### config.mk
export PLATFORM = sky130hd
export DESIGN_NAME = sar_adc_ctrl
export DESIGN_NICKNAME = d
export VERILOG_FILES = /design/src/rtl/sar_adc_ctrl.sv
export SDC_FILE = /design/constraint.sdc
export NUM_CORES = 1
export LEC_CHECK = 0
export CORE_AREA = 2 2 55 57
export CTS_BUF_LIST = sky130_fd_sc_hd__clkbuf_16
export DETAILED_ROUTE_END_ITERATION = 16
export DIE_AREA = 0 0 57 59
export PLACE_DENSITY = 0.78
export SLEW_MARGIN = 5
export SYNTH_ARGS = -nofsm -noshare
export SYNTH_HDL_FRONTEND = slang
export SYNTH_SLANG_ARGS = --single-unit
### constraint.sdc
create_clock -name clk -period 5.3 [get_ports clk]
set_input_delay 0.795 -clock clk [delete_from_list [all_inputs] [get_ports clk]]
set_output_delay 0.795 -clock clk [all_outputs]
set_load 0.02 [all_outputs]
### src/rtl/sar_adc_ctrl.sv
// Successive-approximation controller: samples, then binary-searches the DAC code MSB-first
// using the comparator decision, and hands the result over a valid/ready handshake.
// Optional macro SAR_CMP_SYNC_EN adds a 2-flop synchronizer on cmp_in and widens each bit's hold window by 2.
module sar_adc_ctrl #(
    parameter int WIDTH         = 8,
    parameter int SAMPLE_CYCLES = 2,
    parameter int SETTLE_CYCLES = 2
) (
    input  logic             clk,
    input  logic             rst,
    input  logic             start,
    input  logic             cmp_in,
    output logic             sample,
    output logic             cmp_en,
    output logic [WIDTH-1:0] dac_code,
    output logic             busy,
    output logic [WIDTH-1:0] result,
    output logic             result_valid,
    input  logic             result_ready
);

    logic cmp_bit;

`ifdef SAR_CMP_SYNC_EN
    // Two extra hold clocks let the synchronized decision catch up with the current trial code.
    localparam int HOLD = SETTLE_CYCLES + 2;
    logic [1:0] sync_q;

    always_ff @(posedge clk) begin
        if (rst) begin
            sync_q <= '0;
        end else begin
            sync_q <= {sync_q[0], cmp_in};
        end
    end

    assign cmp_bit = sync_q[1];
`else
    localparam int HOLD = SETTLE_CYCLES;
    assign cmp_bit = cmp_in;
`endif

    localparam int MAXC = (HOLD > SAMPLE_CYCLES) ? HOLD : SAMPLE_CYCLES;
    localparam int CW   = $clog2(MAXC + 1);
    localparam int IW   = $clog2(WIDTH);

    localparam logic [WIDTH-1:0] ONE         = WIDTH'(1);
    localparam logic [WIDTH-1:0] MSB_TRIAL   = {1'b1, {(WIDTH-1){1'b0}}};
    localparam logic [CW-1:0]    SAMPLE_LOAD = CW'(SAMPLE_CYCLES - 1);
    localparam logic [CW-1:0]    HOLD_LOAD   = CW'(HOLD - 1);
    localparam logic [IW-1:0]    TOP_BIT     = IW'(WIDTH - 1);

    typedef enum logic [1:0] {ST_IDLE, ST_SAMPLE, ST_CONV, ST_DONE} state_t;

    state_t           state_q;
    logic [CW-1:0]    cnt_q;
    logic [IW-1:0]    bit_q;
    logic             sample_q;
    logic             cmp_en_q;
    logic             busy_q;
    logic             valid_q;
    logic [WIDTH-1:0] dac_q;
    logic [WIDTH-1:0] result_q;

    logic [WIDTH-1:0] code_d;
    logic [WIDTH-1:0] trial_d;

    // dac_q always carries the committed upper bits plus the bit under test.
    always_comb begin
        code_d  = cmp_bit ? dac_q : (dac_q & ~(ONE << bit_q));
        trial_d = code_d | (ONE << (bit_q - IW'(1)));
    end

    always_ff @(posedge clk) begin
        if (rst) begin
            state_q  <= ST_IDLE;
            cnt_q    <= '0;
            bit_q    <= '0;
            sample_q <= 1'b0;
            cmp_en_q <= 1'b0;
            busy_q   <= 1'b0;
            valid_q  <= 1'b0;
            dac_q    <= '0;
            result_q <= '0;
        end else begin
            case (state_q)
                ST_IDLE: begin
                    if (start) begin
                        state_q  <= ST_SAMPLE;
                        sample_q <= 1'b1;
                        busy_q   <= 1'b1;
                        dac_q    <= '0;
                        cnt_q    <= SAMPLE_LOAD;
                    end
                end
                ST_SAMPLE: begin
                    if (cnt_q == '0) begin
                        state_q  <= ST_CONV;
                        sample_q <= 1'b0;
                        cmp_en_q <= 1'b1;
                        bit_q    <= TOP_BIT;
                        dac_q    <= MSB_TRIAL;
                        cnt_q    <= HOLD_LOAD;
                    end else begin
                        cnt_q <= cnt_q - CW'(1);
                    end
                end
                ST_CONV: begin
                    if (cnt_q != '0) begin
                        cnt_q <= cnt_q - CW'(1);
                    end else if (bit_q == '0) begin
                        state_q  <= ST_DONE;
                        cmp_en_q <= 1'b0;
                        dac_q    <= code_d;
                        result_q <= code_d;
                        valid_q  <= 1'b1;
                    end else begin
                        dac_q <= trial_d;
                        bit_q <= bit_q - IW'(1);
                        cnt_q <= HOLD_LOAD;
                    end
                end
                ST_DONE: begin
                    if (result_ready) begin
                        state_q <= ST_IDLE;
                        valid_q <= 1'b0;
                        busy_q  <= 1'b0;
                        dac_q   <= '0;
                    end
                end
                default: state_q <= ST_IDLE;
            endcase
        end
    end

    assign sample       = sample_q;
    assign cmp_en       = cmp_en_q;
    assign dac_code     = dac_q;
    assign busy         = busy_q;
    assign result       = result_q;
    assign result_valid = valid_q;

endmodule

==> impl_metrics.env, run 1 <==
export IMPL_clk_latency_ns=0.26
export IMPL_grt_first_pass_wirelength_um=6150
export IMPL_track_usage=0.235
export IMPL_synth_fa_ha_area_frac=0.103
export IMPL_tightest_slew_ns=0.769
export IMPL_slew_viol_final=0
export IMPL_startpoint_type="input pin"
export IMPL_crit_type="in -> reg"
export IMPL_areaGrowthSynthToFinish_pct=22.6
export IMPL_ioPinCount=25
export IMPL_grt_setup_unrepaired="false"
export IMPL_cts_tree="built"
export IMPL_fin_util=0.662
export IMPL_fin_worst_hold_slack_ns=0.453
export IMPL_status="finished clean"
export IMPL_drive_above_1_share=0.0406
export IMPL_cts_resized=0
export IMPL_cts_num_sinks=27
export IMPL_critPathCaptureType="flop"
export IMPL_fmax_mhz=357
export IMPL_die_w_um=57
export IMPL_yosys_area_top_type="dfxtp_1"
export IMPL_clockBufferDepth=2
export IMPL_syn_nets=194
export IMPL_arrival_ns=3.01
export IMPL_root_buffer="clkbuf_16"
export IMPL_cts_made_buffers=3
export IMPL_drtIter0Drc=50
export IMPL_post_route_min_period_ns=2.80
export IMPL_hpwl_um=2570
export IMPL_dieArea_um2=3360
export IMPL_synth_mux_area_frac=0.0137
export IMPL_finClkSkew_ns=0.00523
export IMPL_start_util=0.540
export IMPL_synth_compound_area_share=0.255
export IMPL_htreeDepth=1
export IMPL_leakage_nw=0.694
export IMPL_preCtsSetupSlack_ns=2.26
export IMPL_drtAntennaViolNets=0
export IMPL_die_h_um=59
export IMPL_finalSetupViolCount=0
export IMPL_ys_warnings_count=0
export IMPL_finalHoldViolations=0
export IMPL_synthCells=177
export IMPL_synth_edf_count=0
export IMPL_cts_hold_buf=0
export IMPL_yosys_most_used_dff="dfxtp_1"
export IMPL_drcViolationCount=0
export IMPL_max_slew_margin_rel=0.486
export IMPL_routed_wl_um=3500
export IMPL_regArea_um2=541
export IMPL_hold_path_cell_count=2
export IMPL_setup_tns_ns=0
export IMPL_portBuffers=24
export IMPL_synth_seq_cells=27
export IMPL_hp_class="reg -> reg"
export IMPL_powerDensity_nw_per_um2=472
export IMPL_yosys_area_top_type_share=0.370
export IMPL_rows=19
export IMPL_multi_input_area_um2=853
export IMPL_fin_area_um2=1790
export IMPL_fillers=238
export IMPL_synth_seq_area_share=0.370
export IMPL_postCtsSetupBuffers=0
export IMPL_synthSimpleGateAreaFrac=0.212
export IMPL_drtPass1Iterations=4
export IMPL_r2r_cells=6
export IMPL_synth_xor_area_frac=0
export IMPL_synth_top_family_by_area="compound AO/OA/AOI/OAI gates"
export IMPL_vias_per_cell=5.85
export IMPL_core_area_um2=2710
export IMPL_routabilityCongestion=0.843
export IMPL_worst_path_max_fanout=20
export IMPL_gr_total_overflow=0
export IMPL_yosysMostFrequentCell="dfxtp_1"
export IMPL_layout_setup_ws_ns=2.50
export IMPL_clk_pin_slew_worst_paths_ns=0.07
export IMPL_placed_area_um2=1710
export IMPL_syn_mean_instance_area_um2=8.26
export IMPL_wire_per_inst_um=15.4
export IMPL_synth_async_sr_flop_share=0
export IMPL_antenna_found_initial=0
export IMPL_vias=1333
export IMPL_irDropWorstVdd_uv=338
export IMPL_required_ns=5.51
export IMPL_netlist_top_cells_area="dfxtp_1, ha_1, a21oi_1"
export IMPL_synth_cell_types=41
export IMPL_diodes=0
export IMPL_ys_top_cells_by_count="dfxtp_1, a21oi_1, nand2_1, ha_1, nor2_1"
export IMPL_netlist_area_um2=1460
export IMPL_grt_pass1_vias=1307
export IMPL_final_period_utilization=0.528
export IMPL_maxCapViolCount=0
export IMPL_layout_nets=215
export IMPL_grt_max_degree=21
placed cells by master (no fill, tap or decap), types with 4 or more instances in the layout:
cell type	n
dfxtp_1	27
clkdlybuf4s50_1	24
a21oi_1	22
nand2_1	15
ha_1	12
nor2_1	11
inv_1	10
o21ai_0	9
and2_1	5
nor2b_1	4
o21ai_1	4
a22o_1	4
nand3b_1	4
per-stage QoR:
step / instances / power, W
detailed placement: 224 / 0.000667
global placement: 224 / 0.000655
CTS: 228 / 0.000843
global route: 228 / 0.000910
floorplan: 177 / 0.000566
finish: 228 / 0.000847
worst max-delay path, cell delays in order:
cell and delay (ns):
clkdlybuf4s50_1 0.80, nand2b_1 0.34, or4_1 0.71, o21ai_1 0.21
a22o_1 0.14
worst paths after layout:
kind | slack [ns] | endpoint | startpoint
setup reg to reg | 2.98 | dac_code[5] | state_q[0]
hold reg to reg | 0.45 | result[3] | result[3]
setup / recovery | 2.50 | dac_code[5] | rst
hold / removal | 0.45 | result[3] | result[3]
power by group:
group | switching (W) | internal [W] | total [W] | leakage, nW
sequential | 0.0000462 | 0.000236 | 0.000283 | 0.220
clock | 0.0000716 | 0.000103 | 0.000174 | 0.0371
combinational | 0.000236 | 0.000154 | 0.000390 | 0.437
total | 0.000354 | 0.000493 | 0.000847 | 0.694
registers in the layout, indices dropped and copies added (netlist names):
signal,count
result,8
cmp_en,1
dac_code,8
result_valid,1
sample,1
busy,1
state_q,2
bit_q,3
cnt_q,2
logic make-up (layout without fill, tap and decap cells):
logic type | count (synthesis) | count (layout)
flip-flops | 27 | 27
AO/OA/AOI/OAI | 59 | 59
buffers and inverters | 18 | 38
multiplexers | 2 | 2
adder cells (fa/ha/maj) | 12 | 12
AND/OR/NAND/NOR | 59 | 59
layer usage:
layer / track usage / share of wire / vias to the layer above
met4: 0.120 / 0.026 / 0
met3: 0.0328 / 0.040 / 6
li1: - / - / 670
met1: 0.300 / 0.46 / 617
met2: 0.392 / 0.47 / 40
met5: 0 / 0 / -
cell type report:
type,instances,area share
Inverter,10,0.0209
Clock inverter,1,0.00419
Timing Repair Buffer,24,0.134
Clock buffer,3,0.0419
Multi-Input combinational cell,132,0.476
Tap cell,31,0.0216
Sequential cell,27,0.301
Note: power is estimated with default switching activity, not from simulation.
==> run 2: changes to the inputs <==
--- a/config.mk
+++ b/config.mk
@@ -5,11 +5,11 @@
 export SDC_FILE = /design/constraint.sdc
 export NUM_CORES = 1
 export LEC_CHECK = 0
-export CORE_AREA = 2 2 55 57
+export CORE_AREA = 2 2 57 59
 export CTS_BUF_LIST = sky130_fd_sc_hd__clkbuf_16
 export DETAILED_ROUTE_END_ITERATION = 16
-export DIE_AREA = 0 0 57 59
-export PLACE_DENSITY = 0.78
+export DIE_AREA = 0 0 59 61
+export PLACE_DENSITY = 0.73
 export SLEW_MARGIN = 5
 export SYNTH_ARGS = -nofsm -noshare
 export SYNTH_HDL_FRONTEND = slang
==> constraint.sdc (replaced) <==
create_clock -name clk -period 2.8 [get_ports clk]
set_input_delay 0.42 -clock clk [delete_from_list [all_inputs] [get_ports clk]]
set_output_delay 0.42 -clock clk [all_outputs]
set_load 0.02 [all_outputs]
==> run 2 against run 1 <==
Effect of this change:
- worst hold slack worse by 0.0027 ns
- non-clock buffer count is 1 higher
- highest routed layer unchanged
- critical path depth is 1 higher
- largest power group unchanged
- total power is 86% higher
- routed wire length is 5.0% lower
- critical path type is now reg -> reg
- clock-buffer cell count stayed put
- global-route usage is 4.4 points lower
==> impl_metrics.env, run 2 (synthesis results as in run 1) <==
export IMPL_final_cell_mix="dfxtp_1, clkdlybuf4s50_1, a21oi_1"
export IMPL_root_buffer="clkbuf_16"
export IMPL_p_sw_frac=0.408
export IMPL_gr_total_overflow=0
export IMPL_drive_above_1_share=0.0404
export IMPL_arrival_ns=2.45
export IMPL_drcViolationCount=0
export IMPL_cts_made_buffers=3
export IMPL_cts_num_sinks=27
export IMPL_tightest_slew_ns=0.582
export IMPL_die_w_um=59
export IMPL_finalSetupViolCount=0
export IMPL_cts_tree="built"
export IMPL_critPathCaptureType="flop"
export IMPL_post_route_min_period_ns=2.24
export IMPL_grt_first_pass_wirelength_um=5170
export IMPL_pwr_share_comb=0.462
export IMPL_crit_buf_inv=1
export IMPL_final_period_utilization=0.801
export IMPL_clk_pin_slew_worst_paths_ns=0.06
export IMPL_htreeDepth=1
export IMPL_worstSetupStartpoint="state_q[0]"
export IMPL_regArea_um2=541
export IMPL_rr_endpoint="dac_code[1]"
export IMPL_maxCapViolCount=0
export IMPL_routabilityCongestion=0.884
export IMPL_p_seq_frac=0.339
export IMPL_startpoint_type="flop"
export IMPL_rows=20
export IMPL_powerDensity_nw_per_um2=874
export IMPL_drtAntennaViolNets=0
export IMPL_r2r_slack_ns=0.56
export IMPL_diodes=0
export IMPL_track_usage=0.191
export IMPL_drtPass1Iterations=5
export IMPL_dieArea_um2=3600
export IMPL_hp_class="reg -> reg"
export IMPL_status="finished clean"
export IMPL_vias=1299
export IMPL_portBuffers=24
export IMPL_leakage_nw=0.704
export IMPL_die_h_um=61
export IMPL_max_stage_delay_ns=0.58
export IMPL_grt_setup_unrepaired="false"
export IMPL_wire_per_inst_um=14.4
export IMPL_clockBufferDepth=2
export IMPL_hold_path_cell_count=2
export IMPL_cts_hold_buf=0
export IMPL_fin_util=0.609
export IMPL_max_slew_margin_rel=0.609
export IMPL_p_sw_w=0.000642
export IMPL_min_to="result[5]"
export IMPL_areaGrowthSynthToFinish_pct=23.0
export IMPL_antenna_found_initial=0
export IMPL_reg2reg_from="state_q[0]"
export IMPL_clk_latency_ns=0.26
export IMPL_internal_power_w=0.000931
export IMPL_worst_path_max_fanout=12
export IMPL_cts_resized=0
export IMPL_routed_wl_um=3330
export IMPL_fillers=269
export IMPL_drtIter0Drc=56
export IMPL_layout_nets=216
export IMPL_critPathSlowestCell="or4_1"
export IMPL_postCtsSetupBuffers=0
export IMPL_irDropWorstVdd_uv=553
export IMPL_fmax_mhz=446
export IMPL_grt_pass1_vias=1125
export IMPL_multi_input_area_um2=853
export IMPL_finalHoldViolations=0
export IMPL_slew_viol_final=0
export IMPL_power_clock_fraction=0.199
export IMPL_grt_max_degree=20
export IMPL_path_cells="inv_1 > ha_1 > or3b_1 > or4_1 > nor2_2 > a22o_1"
export IMPL_core_area_um2=2950
export IMPL_finClkSkew_ns=0.00462
export IMPL_hpwl_um=2500
export IMPL_ioPinCount=25
export IMPL_r2r_cells=6
export IMPL_crit_family="simple AND/OR/NAND/NOR gates"
export IMPL_setup_tns_ns=0
export IMPL_start_util=0.495
export IMPL_vias_per_cell=5.62
export IMPL_crit_type="reg -> reg"
export IMPL_min_delay_start="result[5]"
export IMPL_required_ns=3.00
export IMPL_layout_commonest_cell="dfxtp_1"
run 2: changes by cell type in the layout (fill, tap and decap cells not counted), sizes merged:
cell | before | now
inv | 10 | 11
buf | 0 | 1
clkinvlp | 1 | 0
run 2: layout make-up:
cell class | instances | share of cell area
inverter | 10 | 0.0209
tap | 33 | 0.0229
sequential | 27 | 0.300
timing repair buffer | 25 | 0.138
clock inverter | 1 | 0.00209
clock buffer | 3 | 0.0417
multi-input combinational | 132 | 0.474
run 2: worst max-delay path by stage:
stage | to | slack (ns) | depth (start not counted)
after floorplan | dac_code[1] | 0.90 | 8
after global placement | dac_code[6] | 0.68 | 6
after detailed placement | dac_code[2] | 0.59 | 6
after CTS | dac_code[2] | 0.58 | 6
after global routing | cnt_q[0] | 0.44 | 6
final | dac_code[1] | 0.56 | 6
run 2: power by group through the flow:
stage	Combinational (W)	Sequential, W	Clock [W]
6_report	0.000727	0.000533	0.000313
5_1_grt	0.000811	0.000547	0.000340
3_3_place_gp	0.000710	0.000536	0
4_1_cts	0.000722	0.000532	0.000321
2_1_floorplan	0.000532	0.000539	0
3_5_place_dp	0.000717	0.000542	0
run 2: per-layer routing:
layer	wire, um	part of all wire	global-route usage	vias up
met4	24	0.0072	0.0682	0
li1	-	-	-	677
met1	1650	0.49	0.256	594
met3	89	0.027	0.0256	2
met2	1570	0.47	0.317	26
met5	0	0	0	-
run 2: tightest hold or removal path, delay by kind of cell, from the launching register on:
| family | cells | cell delay, ns |
|---|---|---|
| compound gates | 1 | 0.05 |
| flops | 1 | 0.31 |
| simple gates | 1 | 0.05 |
run 2: stage by stage:
step	power [W]	setup WS, ns	hold slack, ns	cell area (um2)	instances
finish	0.00157	0.557	0.450	1800	231
global route	0.00170	0.443	0.476	1800	231
CTS	0.00158	0.578	0.454	1800	231
detailed placement	0.00126	0.593	0.445	1720	227
global placement	0.00125	0.680	0.438	1720	227
floorplan	0.00107	0.896	0.470	1460	177
